$ cat src/rtl/ram_bist_pkg.sv
// Shared pattern codes, FSM encoding and per-bit pattern generator
// for the ram_bist self-test engine.
package ram_bist_pkg;

    localparam logic [1:0] PAT_ZERO  = 2'd0;
    localparam logic [1:0] PAT_ONES  = 2'd1;
    localparam logic [1:0] PAT_ADDR  = 2'd2;
    localparam logic [1:0] PAT_CHECK = 2'd3;

    typedef enum logic [2:0] {
        ST_IDLE  = 3'd0,
        ST_WRITE = 3'd1,
        ST_READ  = 3'd2,
        ST_DRAIN = 3'd3,
        ST_DONE  = 3'd4
    } state_t;

    // Bit bit_idx of exp(a); callers build a data_width word bit by bit,
    // passing abit = a[bit_idx] (0 beyond the address width) and a0 = a[0].
    function automatic logic exp_bit(
        input logic [1:0]  sel,
        input logic        abit,
        input logic        a0,
        input int unsigned bit_idx
    );
        logic r;
        r = 1'b0;
        unique case (sel)
            PAT_ZERO:  r = 1'b0;
            PAT_ONES:  r = 1'b1;
            PAT_ADDR:  r = abit;
            PAT_CHECK: r = ~bit_idx[0] ^ a0;
            default:   r = 1'b0;
        endcase
        return r;
    endfunction

endpackage

$ cat src/rtl/ram_bist_rdpipe.sv
// Address/valid tag shift register that tracks reads in flight
// so returning RAM data can be matched to its address.
module ram_bist_rdpipe
    import ram_bist_pkg::*;
#(
    parameter int addr_width   = 3,
    parameter int read_latency = 1
) (
    input  logic                  clock,
    input  logic                  reset,
    input  logic                  i_valid,
    input  logic [addr_width-1:0] i_addr,
    output logic                  o_valid,
    output logic [addr_width-1:0] o_addr
);

    logic [read_latency-1:0] r_v;
    logic [addr_width-1:0]   r_a [read_latency];

    always_ff @(posedge clock or negedge reset) begin
        if (!reset) begin
            r_v <= '0;
            for (int i = 0; i < read_latency; i++) begin
                r_a[i] <= '0;
            end
        end else begin
            r_v[0] <= i_valid;
            r_a[0] <= i_addr;
            for (int i = 1; i < read_latency; i++) begin
                r_v[i] <= r_v[i-1];
                r_a[i] <= r_a[i-1];
            end
        end
    end

    assign o_valid = r_v[read_latency-1];
    assign o_addr  = r_a[read_latency-1];

endmodule

$ cat src/rtl/ram_bist.sv
// Built-in self-test master for a single-port synchronous RAM:
// write a pattern everywhere, read it all back, flag the first mismatch.
module ram_bist
    import ram_bist_pkg::*;
#(
    parameter int data_width   = 8,
    parameter int addr_width   = 3,
    parameter int read_latency = 1
) (
    input  logic                  clock,
    input  logic                  reset,
    input  logic                  start,
    input  logic [1:0]            pattern_sel,
    output logic                  busy,
    output logic                  done,
    output logic                  pass,
    output logic [addr_width-1:0] fail_addr,
    output logic [data_width-1:0] fail_data,
    output logic                  ram_we,
    output logic                  ram_en,
    output logic [addr_width-1:0] ram_addr,
    output logic [data_width-1:0] ram_di,
    input  logic [data_width-1:0] ram_do
);

    localparam logic [addr_width-1:0] LAST_ADDR  = '1;
    localparam logic [1:0]            LAST_DRAIN = 2'(read_latency - 1);

    state_t                r_state;
    state_t                w_next;
    logic [addr_width-1:0] r_cnt;
    logic [1:0]            r_dcnt;
    logic [1:0]            r_pat;
    logic                  r_mis;
    logic                  r_pass;
    logic [addr_width-1:0] r_fail_addr;
    logic [data_width-1:0] r_fail_data;

    logic                  w_tag_valid;
    logic [addr_width-1:0] w_tag;
    logic [data_width-1:0] w_pat_cnt;
    logic [data_width-1:0] w_pat_tag;
    logic                  w_cmp_fail;
    logic                  w_mis_now;

    ram_bist_rdpipe #(
        .addr_width  (addr_width),
        .read_latency(read_latency)
    ) u_rdpipe (
        .clock  (clock),
        .reset  (reset),
        .i_valid(r_state == ST_READ),
        .i_addr (r_cnt),
        .o_valid(w_tag_valid),
        .o_addr (w_tag)
    );

    // Expected word for both the write address and the returning read tag
    for (genvar g = 0; g < data_width; g++) begin : g_pat
        logic w_abit_c;
        logic w_abit_t;
        if (g < addr_width) begin : g_a
            assign w_abit_c = r_cnt[g];
            assign w_abit_t = w_tag[g];
        end else begin : g_z
            assign w_abit_c = 1'b0;
            assign w_abit_t = 1'b0;
        end
        assign w_pat_cnt[g] = exp_bit(r_pat, w_abit_c, r_cnt[0], g);
        assign w_pat_tag[g] = exp_bit(r_pat, w_abit_t, w_tag[0], g);
    end

    assign w_cmp_fail = w_tag_valid && (ram_do != w_pat_tag);
    assign w_mis_now  = r_mis | w_cmp_fail;

    always_ff @(posedge clock or negedge reset) begin
        if (!reset) r_state <= ST_IDLE;
        else        r_state <= w_next;
    end

    always_comb begin
        w_next   = r_state;
        busy     = 1'b0;
        done     = 1'b0;
        ram_en   = 1'b0;
        ram_we   = 1'b0;
        ram_addr = '0;
        ram_di   = '0;
        unique case (r_state)
            ST_IDLE: begin
                if (start) w_next = ST_WRITE;
            end
            ST_WRITE: begin
                busy     = 1'b1;
                ram_en   = 1'b1;
                ram_we   = 1'b1;
                ram_addr = r_cnt;
                ram_di   = w_pat_cnt;
                if (r_cnt == LAST_ADDR) w_next = ST_READ;
            end
            ST_READ: begin
                busy     = 1'b1;
                ram_en   = 1'b1;
                ram_addr = r_cnt;
                if (r_cnt == LAST_ADDR) w_next = ST_DRAIN;
            end
            ST_DRAIN: begin
                busy = 1'b1;
                if (r_dcnt == LAST_DRAIN) w_next = ST_DONE;
            end
            ST_DONE: begin
                done   = 1'b1;
                w_next = ST_IDLE;
            end
            default: w_next = ST_IDLE;
        endcase
    end

    always_ff @(posedge clock or negedge reset) begin
        if (!reset) begin
            r_cnt       <= '0;
            r_dcnt      <= '0;
            r_pat       <= PAT_ZERO;
            r_mis       <= 1'b0;
            r_pass      <= 1'b0;
            r_fail_addr <= '0;
            r_fail_data <= '0;
        end else begin
            unique case (r_state)
                ST_IDLE: begin
                    if (start) begin
                        r_pat       <= pattern_sel;
                        r_cnt       <= '0;
                        r_mis       <= 1'b0;
                        r_pass      <= 1'b0;
                        r_fail_addr <= '0;
                        r_fail_data <= '0;
                    end
                end
                ST_WRITE, ST_READ: begin
                    r_cnt  <= r_cnt + 1'b1;
                    r_dcnt <= '0;
                end
                ST_DRAIN: begin
                    r_dcnt <= r_dcnt + 2'd1;
                    if (r_dcnt == LAST_DRAIN) r_pass <= ~w_mis_now;
                end
                default: ;
            endcase
            // Only the first mismatch is captured; later ones are ignored
            if (w_cmp_fail && !r_mis) begin
                r_mis       <= 1'b1;
                r_fail_addr <= w_tag;
                r_fail_data <= ram_do;
            end
        end
    end

    assign pass      = r_pass;
    assign fail_addr = r_fail_addr;
    assign fail_data = r_fail_data;

endmodule

$ cat config.mk
export PLATFORM = sky130hd
export DESIGN_NAME = ram_bist
export DESIGN_NICKNAME = d
export VERILOG_FILES = /design/src/rtl/ram_bist_pkg.sv /design/src/rtl/ram_bist_rdpipe.sv /design/src/rtl/ram_bist.sv
export SDC_FILE = /design/constraint.sdc
export NUM_CORES = 1
export LEC_CHECK = 0
export CAP_MARGIN = 15
export CORE_MARGIN = 2
export CORE_UTILIZATION = 45
export DETAILED_ROUTE_END_ITERATION = 6
export DONT_BUFFER_PORTS = 1
export HOLD_SLACK_MARGIN = 0.05
export PLACE_DENSITY = 0.71
export SYNTH_ARGS = -nofsm -noshare
export SYNTH_HDL_FRONTEND = slang
export SYNTH_SLANG_ARGS = --single-unit
$ cat constraint.sdc
create_clock -name clock -period 2.1 [get_ports clock]
set_input_delay 0.21 -clock clock [delete_from_list [all_inputs] [get_ports clock]]
set_output_delay 0.21 -clock clock [all_outputs]
set_load 0.05 [all_outputs]
==> flow_summary.toml <==
[die]
num_rows = 21
core_um2 = 3280
pin_count = 40
dieArea_um2 = 3840
start_util = 0.460
die_x_um = 61.9
die_h_um = 61.9

[layout]
area_delta_synth_final_pct = 18.0
multi_input_area_um2 = 716
diodes = 0
layout-drive-gt1-share = 0.200
nets = 197
seqCellArea_um2 = 679
fill_cells = 305

[global_route]
grt_pass1_vias = 1079
grt_pass1_wl_um = 4800
grt_start_max_net_pins = 28
antenna_found_initial = 0
grt_remaining_overflow = 0
track_usage = 0.172

[setup_path]
slowest_stage = "dfrtp_2"
crit_fanout = 8
critPathMaxStageDelay_ns = 0.47
crit_type = "flip-flop to output pin"
end_kind = "output pin"
crit_chain = "or3b_4, inv_2, nor2_2, nor2b_1, buf_4"
worstSetupStartpointType = "flip-flop"
crit_required_ns = 1.89
crit_arrival_ns = 1.79

[timing]
setup_violations = 0
slew_violations = 0
timing.final.crit_share = 0.954
setup_slack_ns = 0.0973
holdWs_ns = 0.0588
slew_headroom = 0.659
finClkSkew_ns = 0.00137
period_minus_slack_ns = 2.00
timing_hold_violations_final = 0
fmax_mhz = 499
worstMarginPinSlew_ns = 0.512
totalNegativeSetupSlack_ns = 0

[clocking]
insertion_delay_ns = 0.32
clockBufferDepth = 2
clk_pin_slew_ns = 0.14
clkSinkCount = 27
htree_num_levels = 1
cts_tree = "yes"
cts_buffers = 3
root_buffer = "clkbuf_4"

[run]
drv_cap = 0

[synthesis]
synth_flop_cell = "dfrtp_1"
synth_top_cell_area_share = 0.447
synthCells = 161
synth_area_leaders = "dfrtp_1 (45%), mux2i_1 (8.6%), nand2_1 (6.5%)"
synth_common_cells = "dfrtp_1 (27), nand2_1 (26), inv_1 (16)"
syn-cell-area_um2 = 1510
synth_fp_nets = 177
ys_ff_latch = 27
synth_edf_count = 0
post_synth.cell_area_avg_um2 = 9.38
synthArstFlopShare = 1.00
yosysMostFrequentCell = "dfrtp_1"
yosysWarnings = 0
synth-seq-area-share = 0.447
yosysUniqueCellTypes = 39
synth_top_area_cell = "dfrtp_1"

[place]
dp_hpwl_um = 2350
pre_cts_slack_ns = 0.206
io_buffer_count = 0
gp_congestion = 0.847

[route]
drc = 0
drt-vias-per-instance = 5.23
routed_wl_um = 3280
route.vias.total = 1182
firstDrtPassIters = 4
ant_nets = 0
first_iter_violations = 43
wl_per_cell_um = 14.5

[worst_hold_path]
min_path_type = "input port to flip-flop"

[run_status]
status = "completed"
-- layer usage --
metal  wire length, um  track usage  vias up
li1                  -            -      577
met1              1360        0.194      570
met2              1750        0.322       31
met3               140       0.0290        4
met4                33       0.0638        0
met5                 0            0        -
-- final timing paths --
path                            depth (start not counted)  slack, ns                            to                   start
worst max-delay path                                    5        0.1                   ram_addr[2]  r_state[1]$_DFFE_PN0P_
worst min-delay path                                    2       0.06      fail_data[2]$_DFFE_PN0P_               ram_do[2]
worst max register to register                          6       0.17      fail_data[5]$_DFFE_PN0P_    r_pat[1]$_DFFE_PN0P_
worst min register to register                          0       0.49  u_rdpipe.o_addr[2]$_DFF_PN0_    r_cnt[2]$_DFFE_PN0P_
max in group asynchronous                               2       1.64        r_state[0]$_DFFE_PN0P_                   reset
min in group asynchronous                               2       0.29      fail_data[0]$_DFFE_PN0P_                   reset
-- metrics by stage --
| stage | utilization | cells | area [um^2] |
|---|---|---|---|
| after floorplan | - | 161 | 1510 |
| after global placement | 0.494 | 210 | 1620 |
| after detailed placement | 0.494 | 210 | 1620 |
| after CTS | 0.536 | 224 | 1760 |
| after global routing | 0.542 | 226 | 1780 |
| final | 0.542 | 226 | 1780 |
-- worst max-delay path: cells and delay by family, from the launching register on --
family,cells,cell delay [ns]
AND/OR/NAND/NOR,3,0.70
flip-flops,1,0.47
buffers and inverters,2,0.30
-- logic make-up (layout without fill, tap and decap cells) --
kind of cell / after synthesis / in the layout / synth area share
XOR/XNOR: 1 / 1 / 0.00580
flip-flops: 27 / 27 / 0.447
AND/OR/NAND/NOR: 62 / 62 / 0.209
buffers and inverters: 28 / 47 / 0.0887
adder cells (fa/ha/maj): 3 / 3 / 0.0249
AO/OA/AOI/OAI: 25 / 25 / 0.123
multiplexers: 15 / 15 / 0.101
-- layout make-up --
cell class                 instances  area share
inverter                          18      0.0379
timing repair buffer              25       0.132
sequential                        27       0.381
clock buffer                       4      0.0147
multi-input combinational        106       0.402
tap                               46      0.0323
-- registers in the layout, summed over array words and instances, names as in the netlist --
| signal | flops |
|---|---|
| r_cnt | 3 |
| u_rdpipe.o_valid | 1 |
| r_mis | 1 |
| r_pat | 2 |
| u_rdpipe.o_addr | 3 |
| fail_addr | 3 |
| fail_data | 8 |
| pass | 1 |
| r_state | 3 |
| r_dcnt | 2 |
-- cell usage in the layout (no fill, tap or decap), drive strengths merged --
cell type     n
and4b         3
inv          18
a21oi         7
mux2          2
and2          1
o31ai         1
nor3          1
nand3         5
nand2        26
xor2          1
buf          16
a21o          1
mux2i        13
ha            3
nor2         11
a22oi         1
or3b          1
nor4bb        1
clkbuf        4
a31oi         4
o21ai         7
or2           1
nand4b        1
nor2b         3
nand3b        2
and2b         1
dlygate4sd3   9
nor3b         2
nor4          1
dfrtp        27
a311oi        1
o211ai        1
a32oi         1
o22a          1
nand4         2
-- repair_timing --
action,CTS,global route
pin swaps,0,0
resized for setup,1,5
hold buffers,10,0
endpoints found under the setup margin,4,5
setup buffers,0,2
hold endpoints to repair,35,0
Power is not shown: default switching activity piles up to over one toggle a cycle in this logic, so the estimate is an artifact.
